**config.mk**
```make
export PLATFORM = sky130hd
export DESIGN_NAME = adat_deframer_flat
export DESIGN_NICKNAME = d
export VERILOG_FILES = /design/src/rtl/adat_deframer_if.sv /design/src/rtl/adat_deframer.sv /design/src/flat_wrapper.sv
export SDC_FILE = /design/constraint.sdc
export NUM_CORES = 1
export LEC_CHECK = 0
export BUFFER_PORTS_ARGS = -buffer_cell sky130_fd_sc_hd__buf_2
export CAP_MARGIN = 30
export CELL_PAD_IN_SITES_DETAIL_PLACEMENT = 1
export CELL_PAD_IN_SITES_GLOBAL_PLACEMENT = 2
export CORE_MARGIN = 1
export CORE_UTILIZATION = 35
export CTS_CLUSTER_DIAMETER = 200
export DETAILED_ROUTE_END_ITERATION = 10
export GPL_TIMING_DRIVEN = 1
export PLACE_DENSITY = 0.7
export RECOVER_POWER = 25
export SETUP_SLACK_MARGIN = 0.2
export SLEW_MARGIN = 10
export SYNTH_ARGS = -nofsm -noshare
export SYNTH_HDL_FRONTEND = slang
export SYNTH_SLANG_ARGS = --single-unit
export TNS_END_PERCENT = 5
```
**constraint.sdc**
```tcl
create_clock -name clk -period 1.45 [get_ports clk]
set_input_delay 0.145 -clock clk [delete_from_list [all_inputs] [get_ports clk]]
set_output_delay 0.145 -clock clk [all_outputs]
set_load 0.03 [all_outputs]
```
**src/rtl/adat_deframer_if.sv**
```systemverilog
// ADAT deframer bus: the decoded bitstream with its bit strobe, plus the
// recovered channel words, user bits and status pulses.
interface adat_deframer_if;
  logic        en;
  logic        d;
  logic [23:0] sample;
  logic [2:0]  chan;
  logic        sample_valid;
  logic [3:0]  user;
  logic        frame_done;
  logic        err;
  logic        locked;

  // Bitstream source side.
  modport master (
    output en, d,
    input  sample, chan, sample_valid, user, frame_done, err, locked
  );

  // Deframer side.
  modport slave (
    input  en, d,
    output sample, chan, sample_valid, user, frame_done, err, locked
  );
endinterface

```
**src/rtl/adat_deframer.sv**
```systemverilog
// ADAT frame deframer. Hunts for the sync run (>=10 zeros then a 1), then
// reads 4 user bits and 48 separator-led nibbles, presenting 8 channel words
// of 24 bits each. Separator violations abort the frame and drop lock.
// Optional feature: define ADAT_DEFRAMER_USER_EN to capture the user bits;
// otherwise they are consumed and the user output is tied to zero.
module adat_deframer (
  input  logic           clk,
  input  logic           rst_n,
  adat_deframer_if.slave bus
);

  typedef enum logic [1:0] {HUNT, USER, SEP, NIB} state_t;

  state_t      state;
  logic [3:0]  zero_cnt;
  logic [1:0]  bit_cnt;
  logic [2:0]  nib_cnt;
  logic [2:0]  chan_cnt;
  logic [23:0] shift;
`ifdef ADAT_DEFRAMER_USER_EN
  logic [3:0]  shadow;
`endif

`ifndef ADAT_DEFRAMER_USER_EN
  assign bus.user = 4'h0;
`endif

  // Frame state machine with registered outputs; advances only on bit strobes.
  always_ff @(posedge clk or negedge rst_n) begin
    if (!rst_n) begin
      state            <= HUNT;
      zero_cnt         <= 4'd0;
      bit_cnt          <= 2'd0;
      nib_cnt          <= 3'd0;
      chan_cnt         <= 3'd0;
      shift            <= 24'd0;
      bus.sample       <= 24'd0;
      bus.chan         <= 3'd0;
      bus.sample_valid <= 1'b0;
      bus.frame_done   <= 1'b0;
      bus.err          <= 1'b0;
      bus.locked       <= 1'b0;
`ifdef ADAT_DEFRAMER_USER_EN
      shadow           <= 4'h0;
      bus.user         <= 4'h0;
`endif
    end else begin
      // NOTE: state is updated with non-blocking assignments so every branch
      // below reads the pre-edge values; the pulses default low and are only
      // raised for the single edge that produces them.
      bus.sample_valid <= 1'b0;
      bus.frame_done   <= 1'b0;
      bus.err          <= 1'b0;

      if (bus.en) begin
        unique case (state)
          HUNT: begin
            if (!bus.d) begin
              if (zero_cnt != 4'd15) zero_cnt <= zero_cnt + 4'd1;
            end else if (zero_cnt >= 4'd10) begin
              // Start bit after a long enough zero run: a new frame begins.
              state    <= USER;
              zero_cnt <= 4'd0;
              bit_cnt  <= 2'd0;
              nib_cnt  <= 3'd0;
              chan_cnt <= 3'd0;
              shift    <= 24'd0;
            end else begin
              zero_cnt <= 4'd0;
            end
          end

          USER: begin
`ifdef ADAT_DEFRAMER_USER_EN
            shadow  <= {shadow[2:0], bus.d};
`endif
            bit_cnt <= bit_cnt + 2'd1;
            if (bit_cnt == 2'd3) state <= SEP;
          end

          SEP: begin
            if (bus.d) begin
              state   <= NIB;
              bit_cnt <= 2'd0;
`ifdef ADAT_DEFRAMER_USER_EN
              // The first accepted separator commits this frame's user bits.
              if (nib_cnt == 3'd0 && chan_cnt == 3'd0) bus.user <= shadow;
`endif
            end else begin
              // Broken separator: drop the partial frame and count this zero
              // as the first of the next sync run.
              bus.err    <= 1'b1;
              bus.locked <= 1'b0;
              state      <= HUNT;
              zero_cnt   <= 4'd1;
              nib_cnt    <= 3'd0;
              chan_cnt   <= 3'd0;
            end
          end

          NIB: begin
            shift   <= {shift[22:0], bus.d};
            bit_cnt <= bit_cnt + 2'd1;
            if (bit_cnt == 2'd3) begin
              if (nib_cnt == 3'd5) begin
                bus.sample       <= {shift[22:0], bus.d};
                bus.chan         <= chan_cnt;
                bus.sample_valid <= 1'b1;
                nib_cnt          <= 3'd0;
                chan_cnt         <= chan_cnt + 3'd1;
                if (chan_cnt == 3'd7) begin
                  bus.frame_done <= 1'b1;
                  bus.locked     <= 1'b1;
                  state          <= HUNT;
                  zero_cnt       <= 4'd0;
                end else begin
                  state <= SEP;
                end
              end else begin
                nib_cnt <= nib_cnt + 3'd1;
                state   <= SEP;
              end
            end
          end

          default: state <= HUNT;
        endcase
      end
    end
  end

endmodule
```
**src/flat_wrapper.sv**
```systemverilog
// flat-port wrapper written by rule: the top's interface ports become plain ports
module adat_deframer_flat 
  (clk, rst_n, bus_en, bus_d, bus_sample, bus_chan, bus_sample_valid, bus_user, bus_frame_done, bus_err, bus_locked);
  adat_deframer_if bus_i ();
  input  logic clk;
  input  logic rst_n;
  input wire logic [$bits(bus_i.en)-1:0] bus_en;
  input wire logic [$bits(bus_i.d)-1:0] bus_d;
  output wire logic [$bits(bus_i.sample)-1:0] bus_sample;
  output wire logic [$bits(bus_i.chan)-1:0] bus_chan;
  output wire logic [$bits(bus_i.sample_valid)-1:0] bus_sample_valid;
  output wire logic [$bits(bus_i.user)-1:0] bus_user;
  output wire logic [$bits(bus_i.frame_done)-1:0] bus_frame_done;
  output wire logic [$bits(bus_i.err)-1:0] bus_err;
  output wire logic [$bits(bus_i.locked)-1:0] bus_locked;
  assign bus_i.en = bus_en;
  assign bus_i.d = bus_d;
  assign bus_sample = bus_i.sample;
  assign bus_chan = bus_i.chan;
  assign bus_sample_valid = bus_i.sample_valid;
  assign bus_user = bus_i.user;
  assign bus_frame_done = bus_i.frame_done;
  assign bus_err = bus_i.err;
  assign bus_locked = bus_i.locked;
  adat_deframer u_core (.clk(clk), .rst_n(rst_n), .bus(bus_i));
endmodule
```
==> summary.md, run 1 <==
| Metric | Value |
|---|---|
| Status | finished with violations |
| Failing checks | negative setup slack |
| Share of cells above drive strength 1 | 0.486 |
| Setup Skew | 0.00620 ns |
| Synth Flop Type | dfrtp_1 |
| CTS tree | done |
| # rows | 32 |
| Synth area leader | dfrtp_1 |
| Total GRT Usage | 0.164 |
| Period utilization | 1.12 |
| Worst path cell trace | inv_2, ha_1, o31a_1, nor3_2, nor4_4, mux2_2 |
| Diodes inserted | 0 |
| Die height | 91.8 um |
| GRT overflow | 0 |
| Die X | 91.8 um |
| Via count | 1924 |
| Synth top area share | 0.603 |
| Cell count along the critical path | 6 |
| Fmax achieved | 614 MHz |
| Die area | 8430 um^2 |
| Clock buffer count from CTS | 9 |
| Final WS setup | -0.180 ns |
| Top cells by area, synth | dfrtp_1, mux2_2, a22o_1 |
| Core Util, Final | 0.477 |
| Hold depth | 3 |
| Drt drc | 0 |
| Worst-path fanout max | 4 |
| Critical path type | flip-flop to flip-flop |
| Actual slew at the worst max-slew pin | 0.532 ns |
| RSZ-0062 raised after global routing | yes |
| Fin. max-slew vios | 0 |
| Wire length per cell | 16.4 um |
| Clock buffer depth | 2 |
| P_leak | 1.89 nW |
| Synthesized cell area | 2820 um^2 |
| HPWL Detailed | 4280 um |
| Top Ports | 39 |
| Rel. slew slack | 0.646 |
| First-pass DRT Iterations | 4 |
| Yosys warnings | 0 |
| Gpl congestion | 0.726 |
| Core ar. | 7770 um^2 |
| Clock transition at path regs | 0.07 ns |
| Cells after synthesis | 205 |
| Initial antenna violation count | 0 |
| Ys async rst share | 1.00 |
| Global-route wire length before repair | 10500 um |
| # setup viols final | 56 |
| Setup WS pre-CTS | -0.287 ns |
| H-tree lvl count | 3 |
| ANT nets after route | 0 |
| Crit path buffers/inverters | 1 |
| Final WL | 6300 um |
| Hold Violations, Final | 0 |
| Critical path required time | 1.67 ns |
| Reg2reg path depth | 6 |
| Fin nets | 287 |
| Worst path slowest cell | dfrtp_1 |
| Min-Delay Path Class | input pin to flip-flop |
| Syn avg cell area | 13.8 um^2 |
| Cell family with the largest share of critical-path delay | flip-flops |
| Peak VDD IR | 557 uV |
| Initial Utilization | 0.363 |
| Maxcap violations | 0 |
| Largest net degree at the start of global routing | 24 |
| Post-synthesis register bit count | 68 |
| Vias per std cell | 5.01 |
| DRT iter0 DRCs | 74 |
| Register area share after synthesis | 0.603 |
| Clk sink count | 68 |
| Clk Latency, worst-skew pair | 0.34 ns |
| Yosys cell types | 38 |
| Area added between synthesis and finish | 31.2% |
| EDFF count, synth | 0 |
| Pwr Density | 1390 nW/um^2 |
| Port bufs | 34 |
| CTS root buf | clkbuf_8 |
| Post-layout min period | 1.63 ns |
| Top post-synthesis cells by count | dfrtp_1, mux2_2, a22o_1 |
| Crit path DAT | 1.85 ns |
| Most numerous cell in the Yosys netlist | dfrtp_1 |
| Startpoint types | flip-flop |
| CP max stage delay | 0.39 ns |
| Vias in the first global route | 1999 |
| Nature of the critical path endpoint | flip-flop |
==> cells by family (layout without fill, tap and decap cells) <==
| kind of cell | count (synthesis) | in the layout | share of synthesized area |
|---|---|---|---|
| flops | 68 | 68 | 0.603 |
| compound gates | 47 | 49 | 0.142 |
| mux | 32 | 32 | 0.127 |
| simple gates | 31 | 31 | 0.0661 |
| buf+inv | 21 | 93 | 0.0390 |
| fa+ha+maj | 5 | 5 | 0.0222 |
| other cells | 1 | 4 | 0.00133 |
==> registers in the layout, summed over array words and instances (netlist names) <==
signal                   flops
u_core.bus.locked            1
u_core.bus.sample           24
u_core.state                 2
u_core.bus.frame_done        1
u_core.bus.sample_valid      1
u_core.shift                23
u_core.bus.chan              3
u_core.nib_cnt               3
u_core.zero_cnt              4
u_core.bit_cnt               2
u_core.bus.err               1
u_core.chan_cnt              3
==> through the flow <==
step                      setup TNS (ns)  total power, mW  std cells  cell area, um^2  hold slack [ns]
after global placement            -11.91             3.30        365             3360            0.145
after CTS                          -8.16             5.17        384             3650            0.246
final                              -5.42             5.16        384             3700            0.249
after floorplan                    -2.80             2.83        208             2850           -0.151
after detailed placement          -13.26             3.34        365             3360            0.143
after global routing               -8.86             5.41        384             3700            0.271
==> cells in the final DEF, fill, tap and decap left out, drive strengths merged, types with 5 or more instances in the layout <==
cell | Yosys | routed
dfrtp | 68 | 68
ha | 5 | 5
clkbuf | 5 | 13
inv | 6 | 6
a22o | 24 | 24
buf | 10 | 69
mux2 | 30 | 30
nor2 | 5 | 5
o21ai | 5 | 5
nand2 | 5 | 5
==> worst register-to-register path: stages, from the launching register on <==
cell     delay, ns
dfrtp_1       0.39
inv_2         0.06
ha_1          0.14
o31a_1        0.24
nor3_2        0.08
nor4_4        0.23
mux2_2        0.38
==> final timing paths <==
kind                                            start                     to  slack (ns)
worst max-delay path               u_core.zero_cnt[0]     u_core.chan_cnt[2]       -0.18
worst min-delay path                            bus_d        u_core.shift[0]        0.25
worst max register to register     u_core.zero_cnt[0]     u_core.chan_cnt[2]       -0.18
worst min register to register  u_core.bus.sample[20]  u_core.bus.sample[20]        0.50
max in group asynchronous                       rst_n        u_core.shift[7]        0.28
min in group asynchronous                       rst_n  u_core.bus.sample[17]        0.32
==> timing repair <==
item                                   in CTS  in global routing
resized for setup                          11                 20
endpoints found under the hold margin      16                  0
cloned                                      2                  0
pin swaps                                   4                  6
setup buffers                               1                  0
hold buffers                                1                  0
setup endpoints to repair                  67                 66
==> report_power, final <==
group,leakage (nW),switching (mW),internal (mW)
combinational,0.851,0.686,0.605
sequential,0.934,0.114,2.03
clock,0.109,0.716,1.01
==> cell type report <==
cell class | instances | area, um^2
fillers | 826 | 4060
flip-flops and latches | 68 | 1700
multi-input cells | 121 | 1150
repair buffers | 72 | 492
clock buffers | 11 | 141
well taps | 102 | 128
clock inverters | 4 | 73.8
inverters | 6 | 22.5
==> layer usage <==
layer / routed length, um / GRT usage / up-vias / part of all wire
met3: 196 / 0.0448 / 5 / 0.031
li1: - / - / 892 / -
met2: 2850 / 0.246 / 37 / 0.45
met1: 3200 / 0.234 / 990 / 0.51
met5: 0 / 0 / - / 0
met4: 55 / 0.0469 / 0 / 0.0087
Power figures use the tool's default switching activity.
==> run 2: changes to the inputs <==
- ABC_AREA: unset -> 1
- CORE_UTILIZATION: 35 -> 31
- PLACE_DENSITY: 0.7 -> 0.71
==> summary.md, run 2 <==
| Metric | Value |
|---|---|
| DP Area | 3630 um^2 (+8.1%) |
| Synth Flop Type | dfrtp_1 |
| Setup Skew | 0.0185 ns (+0.0123 ns) |
| Global-route wire length before repair | 13600 um (+29%) |
| Fin. max-slew vios | 0 (unchanged) |
| First-pass DRT Iterations | 4 (unchanged) |
| Status | complete, no violations |
| Fin area | 4180 um^2 (+13%) |
| Largest register FFs | 24 (unchanged) |
| Largest regs | u_core.bus.sample (24), u_core.shift (23), u_core.zero_cnt (4) |
| Most numerous cell in the Yosys netlist | nand2_1 |
| P_leak | 2.26 nW (+19%) |
| Top Ports | 39 (unchanged) |
| Top post-synthesis cells by count | nand2_1, dfrtp_1, nand3_1 |
| Hold_ws | 0.0992 ns (-0.150 ns) |
| Peak VDD IR | 552 uV (-0.94%) |
| Largest family of logic cells by synthesized area | simple AND/OR/NAND/NOR gates |
| Startpoint types | flip-flop |
| DRT iter0 DRCs | 54 (-27%) |
| Final Power | 5.49 mW (+6.3%) |
| Clock transition at path regs | 0.09 ns (+0.02 ns) |
| Post-layout min period | 1.39 ns (-0.241 ns) |
| CTS tree | done |
| Reg power frac | 0.401 (-0.015) |
| Post-synthesis simple-gate area fraction | 0.350 (+0.284) |
| Adder-cell share of the synthesized area | 0.0200 (-0.00214) |
| Maxcap violations | 0 (unchanged) |
| Share of cells above drive strength 1 | 0.319 (-0.167) |
| Hold Violations, Final | 0 (unchanged) |
| Yosys warnings | 0 (unchanged) |
| Fin cells | 584 (+52%) |
| CTS root buf | clkbuf_8 |
| Inst Count DP | 557 (+53%) |
| Clock buffer count from CTS | 9 (unchanged) |
| Initial Utilization | 0.320 (-0.0438) |
| Die height | 102 um (+12%) |
| ANT nets after route | 0 (unchanged) |
| # setup viols final | 0 (-100%) |
| Synthesized cell area | 3120 um^2 (+11%) |
| Initial antenna violation count | 0 (unchanged) |
| Comb power frac | 0.310 (+0.060) |
| RSZ-0062 raised after global routing | yes |
| Post-Synth XOR/XNOR Area | 0.00280 (+0.00280) |
| Top cells by area, synth | dfrtp_1, nand2_1, nand3_1 |
| Largest net degree at the start of global routing | 69 (+190%) |
| Cell Int Power | 3.54 mW (-2.8%) |
| Nature of the critical path endpoint | flip-flop |
| Register area share after synthesis | 0.545 (-0.0582) |
| Port bufs | 34 (unchanged) |
| Hold depth | 3 (unchanged) |
| Synth area leader | dfrtp_1 |
| Most frequent cells in the layout | nand2_1, dfrtp_1, buf_2 |
| Critical path type | flip-flop to flip-flop |
| Vias per std cell | 4.56 (-9.0%) |
| EDFF count, synth | 0 (unchanged) |
| Die X | 102 um (+12%) |
| Die area | 10500 um^2 (+24%) |
| Clk sink count | 68 (unchanged) |
| Reg2reg path depth | 7 (+1) |
| Cells after synthesis | 378 (+84%) |
| Rel. slew slack | 0.420 (-0.225) |
| Final WL | 8120 um (+29%) |
| Total GRT Usage | 0.172 (+0.00723) |
| Synth top area share | 0.545 (-0.0582) |
| Clk pwr share | 0.289 (-0.045) |
| Crit path DAT | 1.61 ns (-0.24 ns) |
| Post-synthesis register bit count | 68 (unchanged) |
| Area added between synthesis and finish | 33.8% |
| Yosys cell types | 24 (-37%) |
| # rows | 36 (+13%) |
| Core ar. | 9770 um^2 (+26%) |
| Clk Latency, worst-skew pair | 0.35 ns (about the same) |
| Min-Delay Path Class | input pin to flip-flop |
| Drt drc | 0 (unchanged) |
| HPWL Detailed | 5190 um (+21%) |
| Diodes inserted | 0 (unchanged) |
| Ys async rst share | 1.00 (unchanged) |
| Critical path required time | 1.67 ns (about the same) |
| Via count | 2663 (+38%) |
| Mux cell area share after synthesis | 0 (-0.127) |
| Actual slew at the worst max-slew pin | 0.869 ns (+0.338 ns) |
| Fmax achieved | 720 MHz (+17%) |
| Clock buffer depth | 2 (unchanged) |
| Sw frac | 0.355 (+0.0608) |
| Pwr Density | 1310 nW/um^2 (-5.8%) |
| Most flops, register | u_core.bus.sample |
| Worst-path fanout max | 24 (+20) |
| Synth Area in Compound Gates | 0.0144 (-0.127) |
| Vias in the first global route | 2709 (+36%) |
| Most common cell after layout, fill and taps aside | nand2_1 |
| Net Sw Power | 1.95 mW (+28%) |
| GRT overflow | 0 (unchanged) |
| Period utilization | 0.958 (-0.166) |
| Wire length per cell | 13.9 um (-15%) |
| Gpl congestion | 0.785 (+8.2%) |
| H-tree lvl count | 3 (unchanged) |
| Syn avg cell area | 8.27 um^2 (-40%) |
| Fin nets | 455 (+59%) |
[run 2: changes by cell type in the layout (fill, tap and decap cells not counted), moves of 6 or more]
cell,previous run,this run
nand3_2,1,13
a22o_1,24,0
nand3_4,0,6
inv_1,5,13
nand2_1,4,163
nand3_1,2,24
nand4_1,1,10
nand2_2,1,9
mux2_2,22,0
nor2_1,4,18
mux2_4,8,0
[run 2: per-layer routing]
metal / vias to the layer above / wire length (um) / global-route usage
met5: - / 0 / 0
met4: 0 / 126 / 0.0560
met3: 9 / 211 / 0.0376
met2: 38 / 3900 / 0.280
met1: 1297 / 3880 / 0.226
li1: 1319 / - / -
[run 2: critical path: stages (launching register included)]
cell	delay [ns]
dfrtp_1	0.40
ha_4	0.17
nand4_1	0.16
nor2_4	0.18
inv_2	0.07
buf_12	0.15
nand2_1	0.06
o21ai_1	0.06
[run 2: layout make-up]
class | count | area (um^2)
Sequential cell | 68 | 1700
Clock inverter | 7 | 75.1
Fill cell | 1170 | 5590
Inverter | 20 | 80.1
Clock buffer | 9 | 124
Tap cell | 133 | 166
Multi-Input combinational cell | 275 | 1520
Timing Repair Buffer | 72 | 510
[run 2: through the flow]
stage,TNS [ns],setup WS (ns),util
2_1_floorplan,0,0.131,-
3_3_place_gp,0,0.0236,0.372
3_5_place_dp,-0.00755,-0.00329,0.372
4_1_cts,0,0.0658,0.413
5_1_grt,-0.148,-0.0163,0.428
6_report,0,0.0611,0.428
[run 2: worst paths after layout]
check / startpoint / endpoint / slack, ns
max: u_core.bit_cnt[1] / u_core.bus.sample[0] / 0.06
min: bus_en / u_core.bit_cnt[0] / 0.1
max reg2reg: u_core.bit_cnt[1] / u_core.bus.sample[0] / 0.06
min reg2reg: u_core.bus.sample[17] / u_core.bus.sample[17] / 0.47
max in group asynchronous: rst_n / u_core.state[0] / 0.30
min in group asynchronous: rst_n / u_core.shift[1] / 0.53
[run 2: power groups by stage]
| stage | registers, mW | logic [mW] | clock network (mW) |
|---|---|---|---|
| 2_1_floorplan | 2.18 | 0.796 | 0 |
| 3_3_place_gp | 2.18 | 1.30 | 0 |
| 3_5_place_dp | 2.19 | 1.32 | 0 |
| 4_1_cts | 2.18 | 1.60 | 1.65 |
| 5_1_grt | 2.22 | 1.88 | 1.75 |
| 6_report | 2.20 | 1.70 | 1.59 |
[run 2: cell families (layout without fill, tap and decap cells)]
| family | Yosys count | count (layout) |
|---|---|---|
| fa+ha+maj | 5 | 5 |
| other cells | 1 | 4 |
| compound gates | 9 | 9 |
| xor+xnor | 1 | 1 |
| flops | 68 | 68 |
| simple gates | 255 | 256 |
| buf+inv | 39 | 108 |
[run 2: timing repair]
item / in CTS / in global routing
hold buffers: 1 / 0
endpoints found under the hold margin: 68 / 0
pin swaps: 12 / 26
setup endpoints to repair: 67 / 67
resized for setup: 28 / 35
setup buffers: 8 / 1
gates cloned: 1 / 0
